===== config.mk =====
export PLATFORM = sky130hd
export DESIGN_NAME = data_mem_arbiter
export DESIGN_NICKNAME = d
export VERILOG_FILES = /design/src/rtl/data_mem_arbiter.sv
export SDC_FILE = /design/constraint.sdc
export NUM_CORES = 1
export LEC_CHECK = 0
export ABC_AREA = 1
export BUFFER_PORTS_ARGS = -buffer_cell sky130_fd_sc_hd__buf_2
export CORE_ASPECT_RATIO = 1.4
export CORE_UTILIZATION = 51
export CTS_CLUSTER_SIZE = 30
export DETAILED_ROUTE_END_ITERATION = 10
export PLACE_DENSITY = 0.95
export SLEW_MARGIN = 20
export SYNTH_ARGS = -nofsm -noshare
export SYNTH_HDL_FRONTEND = slang
export SYNTH_SLANG_ARGS = --single-unit

===== constraint.sdc =====
create_clock -name clk -period 2.5 [get_ports clk]
set_clock_uncertainty 0.15 [all_clocks]
set_input_delay 0.625 -clock clk [delete_from_list [all_inputs] [get_ports clk]]
set_output_delay 0.625 -clock clk [all_outputs]
set_load 0.02 [all_outputs]

===== src/rtl/data_mem_arbiter.sv =====
// Round-robin arbiter sharing one synchronous-read data memory between the
// CPU load/store port (0) and the debug/loader port (1).
//
// state  | meaning
// IDLE   | waiting for a request; grant decided here
// ACCESS | memory inputs presented; write acks here
// RDWAIT | waiting out the memory read latency
// RESP   | read data registered; read acks here
module data_mem_arbiter #(
  parameter int ADDR_W   = 11,
  parameter int DATA_W   = 32,
  parameter int READ_LAT = 1
) (
  input  logic              clk,
  input  logic              rst_n,
  input  logic              req0,
  input  logic              we0,
  input  logic [ADDR_W-1:0] addr0,
  input  logic [DATA_W-1:0] wdata0,
  output logic              ack0,
  output logic [DATA_W-1:0] rdata0,
  input  logic              req1,
  input  logic              we1,
  input  logic [ADDR_W-1:0] addr1,
  input  logic [DATA_W-1:0] wdata1,
  output logic              ack1,
  output logic [DATA_W-1:0] rdata1,
  output logic              mem_wren,
  output logic [ADDR_W-1:0] mem_addr,
  output logic [DATA_W-1:0] mem_data,
  input  logic [DATA_W-1:0] mem_q,
  output logic              busy
);

  localparam logic [1:0] IDLE   = 2'd0;
  localparam logic [1:0] ACCESS = 2'd1;
  localparam logic [1:0] RDWAIT = 2'd2;
  localparam logic [1:0] RESP   = 2'd3;

  localparam int CNT_W = (READ_LAT > 1) ? $clog2(READ_LAT) : 1;

  logic [1:0]       state;
  logic             grant;
  logic             last_grant;
  logic [CNT_W-1:0] cnt;
  logic             pick;
  logic             any_req;
  logic             done;

  // On a tie the port that did not win last time gets the memory.
  always_comb begin
    any_req = req0 | req1;
    pick    = (req0 && req1) ? ~last_grant : req1;
  end

  always_ff @(posedge clk or negedge rst_n) begin
    if (!rst_n) begin
      state      <= IDLE;
      grant      <= 1'b0;
      last_grant <= 1'b1;
      cnt        <= '0;
      mem_wren   <= 1'b0;
      mem_addr   <= '0;
      mem_data   <= '0;
      rdata0     <= '0;
      rdata1     <= '0;
    end else begin
      case (state)
        IDLE: begin
          if (any_req) begin
            grant      <= pick;
            last_grant <= pick;
            mem_addr   <= pick ? addr1 : addr0;
            mem_data   <= pick ? wdata1 : wdata0;
            mem_wren   <= pick ? we1 : we0;
            state      <= ACCESS;
          end else begin
            mem_wren <= 1'b0;
          end
        end
        ACCESS: begin
          if (mem_wren) begin
            mem_wren <= 1'b0;
            state    <= IDLE;
          end else begin
            cnt   <= CNT_W'(READ_LAT - 1);
            state <= RDWAIT;
          end
        end
        RDWAIT: begin
          if (cnt != '0) begin
            cnt <= cnt - 1'b1;
          end else begin
            if (grant) rdata1 <= mem_q;
            else       rdata0 <= mem_q;
            state <= RESP;
          end
        end
        RESP:    state <= IDLE;
        default: state <= IDLE;
      endcase
    end
  end

  // Writes complete in ACCESS (mem_wren is still high there), reads in RESP.
  assign done = ((state == ACCESS) && mem_wren) || (state == RESP);
  assign ack0 = done && !grant;
  assign ack1 = done && grant;
  assign busy = (state != IDLE);

endmodule


# Word level (Yosys, flattened, before mapping)
# Cells that the tools add are included.
[totals] in_bits=124 out_inout_bits=111 reg_bits=113
[op_classes] n_mux=13 bitwise_logic=4 addsub=1 reduce_logical=15 n_eq_ne=6
[ops] op="2-to-1 mux 32 bit" count=1
[ops] op="2-to-1 mux 11 bit" count=1
[ops] op="case mux 2 bit (4 select lines)" count=1
[ops] op="2-to-1 mux 2 bit" count=3
[ops] op="inequality test 2 bit (second input constant)" count=3
[ops] op="AND reduction 2 bit" count=3
[ops] op="AND reduction 3 bit" count=2
[ops] op="nonzero test 2 bit" count=3
[ops] op="2-to-1 mux 1 bit" count=5
[ops] op="== test 2 bit (second input constant)" count=2
[ops] op="logical AND 1 bit" count=4
[ops] op="case mux 1 bit (2 select lines)" count=2
[ops] op="NOT 1 bit" count=3
[ops] op="== test 2 x 1 -> 1 bit (second input constant)" count=1
[ops] op="zero test 2 bit" count=1
[ops] op="zero test 1 bit" count=1
[ops] op="logical OR 1 bit" count=1
[ops] op="OR 1 bit" count=1
[ops] op="subtractor 1 bit (second input constant)" count=1

# Longest topological paths before layout
# Gate-level depths: netlist (run 1).
[depth] depth_word=5 mapped_depth=7 ltp_nobuf=6

# Least setup slack after synthesis (run 1)
# No wires, ideal clock.
[synth_timing] kind="register to output" start="reg mem_wren" end="out ack0" path_stages_with_launch=3 n_path_buf=0 arrival_ps=889 path_slack_ps=836 required_ps=1725 cell_sequence="dfrtp_1 o21ai_0 nor2_1"
[synth_between] elab_chain_len=3
[synth_rtl] item="from (decl)" line_no="28" source="output logic mem_wren,"
[synth_rtl] item="from (signal assigned)" line_no="75" source="mem_wren <= pick ? we1 : we0;"
[synth_rtl] item="logical AND 1 bit" line_no="106" source="assign done = ((state == ACCESS) && mem_wren) || (state == RESP);"
[synth_rtl] item="logical OR 1 bit" line_no="106"
[synth_rtl] item="logical AND 1 bit" line_no="107" source="assign ack0 = done && !grant;"
[synth_rtl] item="to (decl)" line_no="20" source="output logic ack0,"
# No other way between the ends.

==> results.md, run 1 <==
- Total GRT Usage: 24.1%
- Synthesized instance count: 635
- CP endpoint kind: primary output
- Slowest stage delay, CP: 0.46 ns
- CP Max Fanout: 5
- CP top delay family: flip-flops
- CP Data Arrival Time: 1.42 ns
- Max-Cap Viols: 0
- Row cnt: 42
- Nets: 978
- Worst path required time: 1.73 ns
- Asr flop ratio synth: 100%
- Setup crit start kind: flop
- # DRC: 0
- Core ar.: 9560 sq um
- Fmax: 456 MHz
- YS warnings: 0
- CP max stage cell: dfrtp_1
- Largest cells by area after synthesis: dfrtp_1, nand2_1, inv_1
- Synth area leader: dfrtp_1
- Vias/cell: 4.74
- Pwr Density: 1290 nW/um^2
- Synth top area share: 54.9%
- Leakage: 0.00405 uW
- Post-synthesis sequential area ratio: 55.4%
- Area delta synth->final: 30.8%
- Initial DRC count: 174
- Final wirelength: 12,300 um
- Top FF cell, synth: dfrtp_1
- Setup slack, reg-to-reg: 0.67 ns
- Cts hold-fix bufs: 0
- Die area: 10,300 sq um
- Relative slew slack: 59.0%
- Worst slew pin tran: 0.615 ns
- Mean Syn Cell Area: 7.96 sq um
- Top post-synthesis cells by count: nand2_1, inv_1, dfrtp_1
- CTS buffer count: 9
- CTS tree: yes
- Post-CTS Repair Setup Buffers: 0
- Ports: 235
- Final Max Slew Viols: 0
- Worst path cell trace: o21ai_0 > nor2_1 > buf_2
- Post-synth EDFFs: 0
- Count leader, synth: nand2_1
- Final ANT Viol Nets: 0
- Antenna cell count: 0
- Share of cells above drive strength 1: 31.2%
- Status: finished, final reports clean
- Final Hold Vio Count: 0
- Clock Latency Late Sink: 0.33 ns
- Routability cong.: 0.856
- Bufs and invs on worst path: 1
- RSZ-0062 raised after global routing: no
- Syn nets: 759
- WL/cell: 12.4 um
- # setup viols final: 0
- Longest Clk Path Bufs: 2
- Yosys reg bits: 112
- Starting density of the core: 52.9%
- Largest net degree at the start of global routing: 113
- Worst hold path class: input port to asynchronous set/reset pin
- Cell Area, Synth: 5060 sq um
- I/O Buffers: 234
- Peak supply drop: 0.000901 V
- Kind of critical path: flop to primary output
- CTS H-tree depth: 3
- Initial antenna violation count: 0
- Fraction of the cycle the final worst path needs: 87.7%
- Worst-path clk slew: 0.07 ns
- Hold slack: 0.164 ns
- Synth unique cells: 17
- CTS resizes: 0
- Post-DP HPWL: 9010 um
- Vias in the first global route: 4,358
- Fin Setup TNS: 0 ns
- CTS root buffer: clkbuf_16
- Die outline height: 120 um
- Congestion Overflow GR: 0
- DR vias: 4,700
- DIE WIDTH: 86.2 um
- First-pass GRT wire length: 19,600 um
- Minimum clock period: 2.19 ns
- DR pass1 iterations: 5
- Clock sinks: 112
registers in the layout, indices dropped and copies added, names as in the netlist, named ones only:
register and flops:
rdata1 32, mem_addr 11, last_grant 1, state 1
mem_wren 1, mem_data 32, rdata0 32, grant 1
metal layers:
layer	wire (um)	up-vias	global-route usage [%]
met5	0	-	0
met4	212	0	8.65
met1	4850	2136	28.5
li1	-	2359	-
met2	6480	188	43.8
met3	738	17	3.65
worst paths after layout:
path                            cells past startpoint         start            to
max in group asynchronous                           2         rst_n  mem_data[15]
worst max register to register                      4          flop    rdata1[31]
worst min register to register                      2  mem_data[17]  mem_data[17]
worst min-delay path                                2         rst_n     rdata0[9]
min in group clk                                    2  mem_data[17]  mem_data[17]
worst max-delay path                                3          flop          ack1
metrics by stage:
step / utilization (%) / instance area, sq um / cells / total power, uW / setup WS, ns
after floorplan: - / 5060 / 635 / 5760 / 0.836
after global placement: 66.2 / 6330 / 975 / 7070 / 0.642
after detailed placement: 66.2 / 6330 / 975 / 7220 / 0.619
after global routing: 69.2 / 6610 / 991 / 9090 / 0.190
after CTS: 69.2 / 6610 / 991 / 8580 / 0.289
final: 69.2 / 6610 / 991 / 8500 / 0.308
cell type report:
cell class / instances / area [sq um]
Clock buffer: 10 / 229
Clock inverter: 6 / 52.6
Fill cell: 785 / 2950
Inverter: 125 / 469
Multi-Input combinational cell: 364 / 1600
Sequential cell: 112 / 2800
Tap cell: 132 / 165
Timing Repair Buffer: 242 / 1300
cells by family after synthesis:
family | synth area share [%]
simple gates | 25.0
buf+inv | 13.0
flops | 55.4
compound gates | 6.63
report_power, final:
group / internal (uW) / leakage [uW] / switching (uW) / total, uW
clock: 691 / 0.000131 / 644 / 1330
combinational: 1300 / 0.00255 / 2650 / 3950
sequential: 2720 / 0.00138 / 502 / 3220
total: 4710 / 0.00405 / 3790 / 8500
placed cells by master, fill, tap and decap left out, types with 3 or more instances in the layout:
cell type and n:
nand2_2 3, buf_12 5, nand3_1 88, inv_2 3, clkbuf_16 9, nand2_1 199, dfrtp_1 111, o21ai_0 66
buf_2 233, buf_4 4, inv_1 122
Power figures use the tool's default switching activity.
==> run 2, diff against run 1 <==
Settings changed: CELL_PAD_IN_SITES_DETAIL_PLACEMENT set to 1, CELL_PAD_IN_SITES_GLOBAL_PLACEMENT set to 2, CORE_UTILIZATION 51 to 27, PLACE_DENSITY 0.95 to 0.94.
==> run 2 against run 1 <==
Against the previous run: global-route usage shrank 7.6 points; combinational power grew 3%; via count grew 2.4%; register-to-register slack lost 0.13 ns; first-iteration DRC count grew 33%; final cell count grew 11%; critical path type unchanged; highest routed layer unchanged.
==> results.md, run 2 (same netlist as run 1, synthesis figures left out) <==
- Status: finished, final reports clean (unchanged)
- Tot Pwr: 8630 uW (was 8500 uW)
- Congestion Overflow GR: 0 (unchanged)
- CTS H-tree depth: 3 (unchanged)
- Final Hold Vio Count: 0 (unchanged)
- DIE WIDTH: 118 um (was 86.2 um)
- Final Max Slew Viols: 0 (unchanged)
- Multi-input logic area: 1600 sq um (unchanged)
- Minimum clock period: 2.18 ns (was 2.19 ns)
- Vias in the first global route: 4,977 (was 4,358)
- DR vias: 4,812 (was 4,700)
- # DRC: 0 (unchanged)
- First-pass GRT wire length: 25,400 um (was 19,600 um)
- Routability cong.: 0.760 (was 0.856)
- CP Max Fanout: 5 (unchanged)
- Ports: 235 (unchanged)
- Area delta synth->final: 34.0% (was 30.8%)
- Reg-to-Reg Start: state[0]
- Reg area: 2800 sq um (unchanged)
- Initial antenna violation count: 2 (was 0)
- CTS buffer count: 9 (unchanged)
- CP endpoint kind: primary output (unchanged)
- Worst hold path class: input port to asynchronous set/reset pin (unchanged)
- Share of cells above drive strength 1: 31.4% (was 31.2%)
- Fmax: 458 MHz (was 456 MHz)
- Nets: 981 (was 978)
- Commonest non-fill, non-tap cell in the layout: buf_2 (unchanged)
- Kind of critical path: flop to primary output (unchanged)
- Initial DRC count: 231 (was 174)
- WL/cell: 14.1 um (was 12.4 um)
- Post-DP Area: 6470 sq um (was 6330 sq um)
- Relative slew slack: 62.4% (was 59.0%)
- Final ANT Viol Nets: 0 (unchanged)
- Leakage: 0.00406 uW (was 0.00405 uW)
- Die outline height: 164 um (was 120 um)
- Die area: 19,300 sq um (was 10,300 sq um)
- Clock sinks: 112 (unchanged)
- Longest Clk Path Bufs: 2 (unchanged)
- Setup slack, reg-to-reg: 0.54 ns (was 0.67 ns)
- Largest net degree at the start of global routing: 65 (was 113)
- CTS root buffer: clkbuf_16 (unchanged)
- Peak supply drop: 0.000604 V (was 0.000901 V)
- I/O Buffers: 234 (unchanged)
- Cts hold-fix bufs: 0 (unchanged)
- DR pass1 iterations: 4 (was 5)
- Vias/cell: 4.36 (was 4.74)
- Pwr Density: 1270 nW/um^2 (was 1290 nW/um^2)
- Most frequent cells in the layout: buf_2, nand2_1, inv_1 (unchanged)
- Final instance area: 6780 sq um (was 6610 sq um)
- Clock Latency Late Sink: 0.34 ns (was 0.33 ns)
- Worst path required time: 1.73 ns (about the same)
- CTS resizes: 0 (unchanged)
- Row cnt: 58 (was 42)
- Post-DP HPWL: 11,600 um (was 9010 um)
- Setup crit start kind: flop (unchanged)
- # setup viols final: 0 (unchanged)
- Total GRT Usage: 16.6% (was 24.1%)
- CP Capture Point: ack0 (was ack1)
- FF-to-FF End: mem_data[13] (was rdata1[31])
- RSZ-0062 raised after global routing: no (unchanged)
- Fillers: 2,300 (was 785)
- Worst-path clk slew: 0.08 ns (was 0.07 ns)
- Starting density of the core: 27.9% (was 52.9%)
- Worst slew pin tran: 0.564 ns (was 0.615 ns)
- Fraction of the cycle the final worst path needs: 87.2% (was 87.7%)
- Worst Reg-to-Reg Cells: 8 (was 4)
- Max-Cap Viols: 0 (unchanged)
- Final wirelength: 15,600 um (was 12,300 um)
- CTS tree: yes (unchanged)
- Fin Setup TNS: 0 ns (unchanged)
- Largest regs: mem_data x32, rdata0 x32, rdata1 x32 (unchanged)
- Core ar.: 18,100 sq um (was 9560 sq um)
- CP Data Arrival Time: 1.41 ns (was 1.42 ns)
- Post-CTS Repair Setup Buffers: 0 (unchanged)
## run 2: changes by cell type in the layout (fill, tap and decap cells not counted)
cell	before	now
buf_4	4	7
clkinv_4	2	1
clkinvlp_4	2	3
diode_2	0	2
inv_6	1	0
inv_8	1	2
## run 2: how the worst min path moves through the flow
stage,slack [ns],depth (start not counted),to,startpoint
4_1_cts,0.08,1,rdata1[23],rst_n
2_1_floorplan,0.18,0,asynchronous set/reset pin,rst_n
3_3_place_gp,0.31,2,mem_data[26],mem_data[26]
5_1_grt,0.09,1,rdata1[23],rst_n
3_5_place_dp,0.32,2,mem_data[26],mem_data[26]
6_report,0.08,1,rdata1[22],rst_n
## run 2: stage by stage
step / utilization (%) / std cells / hold slack [ns] / setup slack (ns)
finish: 37.4 / 1104 / 0.0782 / 0.319
global route: 37.4 / 1104 / 0.0853 / 0.167
CTS: 37.2 / 1101 / 0.0815 / 0.163
detailed placement: 35.7 / 1085 / 0.315 / 0.0172
global placement: 35.7 / 1085 / 0.309 / 0.0581
floorplan: - / 635 / 0.179 / 0.836
## run 2: worst max-delay path, cell delays in order, from the launching register on
cell,delay (ns)
dfrtp_1,0.45
o21ai_0,0.34
nor2_1,0.10
buf_2,0.18
## run 2: metal layers
layer  up-vias  track usage, %  part of all wire (%)
met4         0            6.06                   2.4
met2       160            30.0                    52
li1       2376               -                     -
met3        25            3.37                   5.0
met5         -               0                     0
met1      2251            19.2                    41
## run 2: power by group
part	internal, uW	switching [uW]	total [uW]
combinational	1300	2750	4050
clock	694	682	1380
sequential	2720	491	3210
## run 2: final cells by class
class	count	share of cell area (%)
inverter	125	6.92
sequential	112	41.4
clock inverter	6	0.794
tap	240	4.43
clock buffer	10	3.38
antenna	2	0.0738
timing repair buffer	245	19.5
multi-input combinational	364	23.6
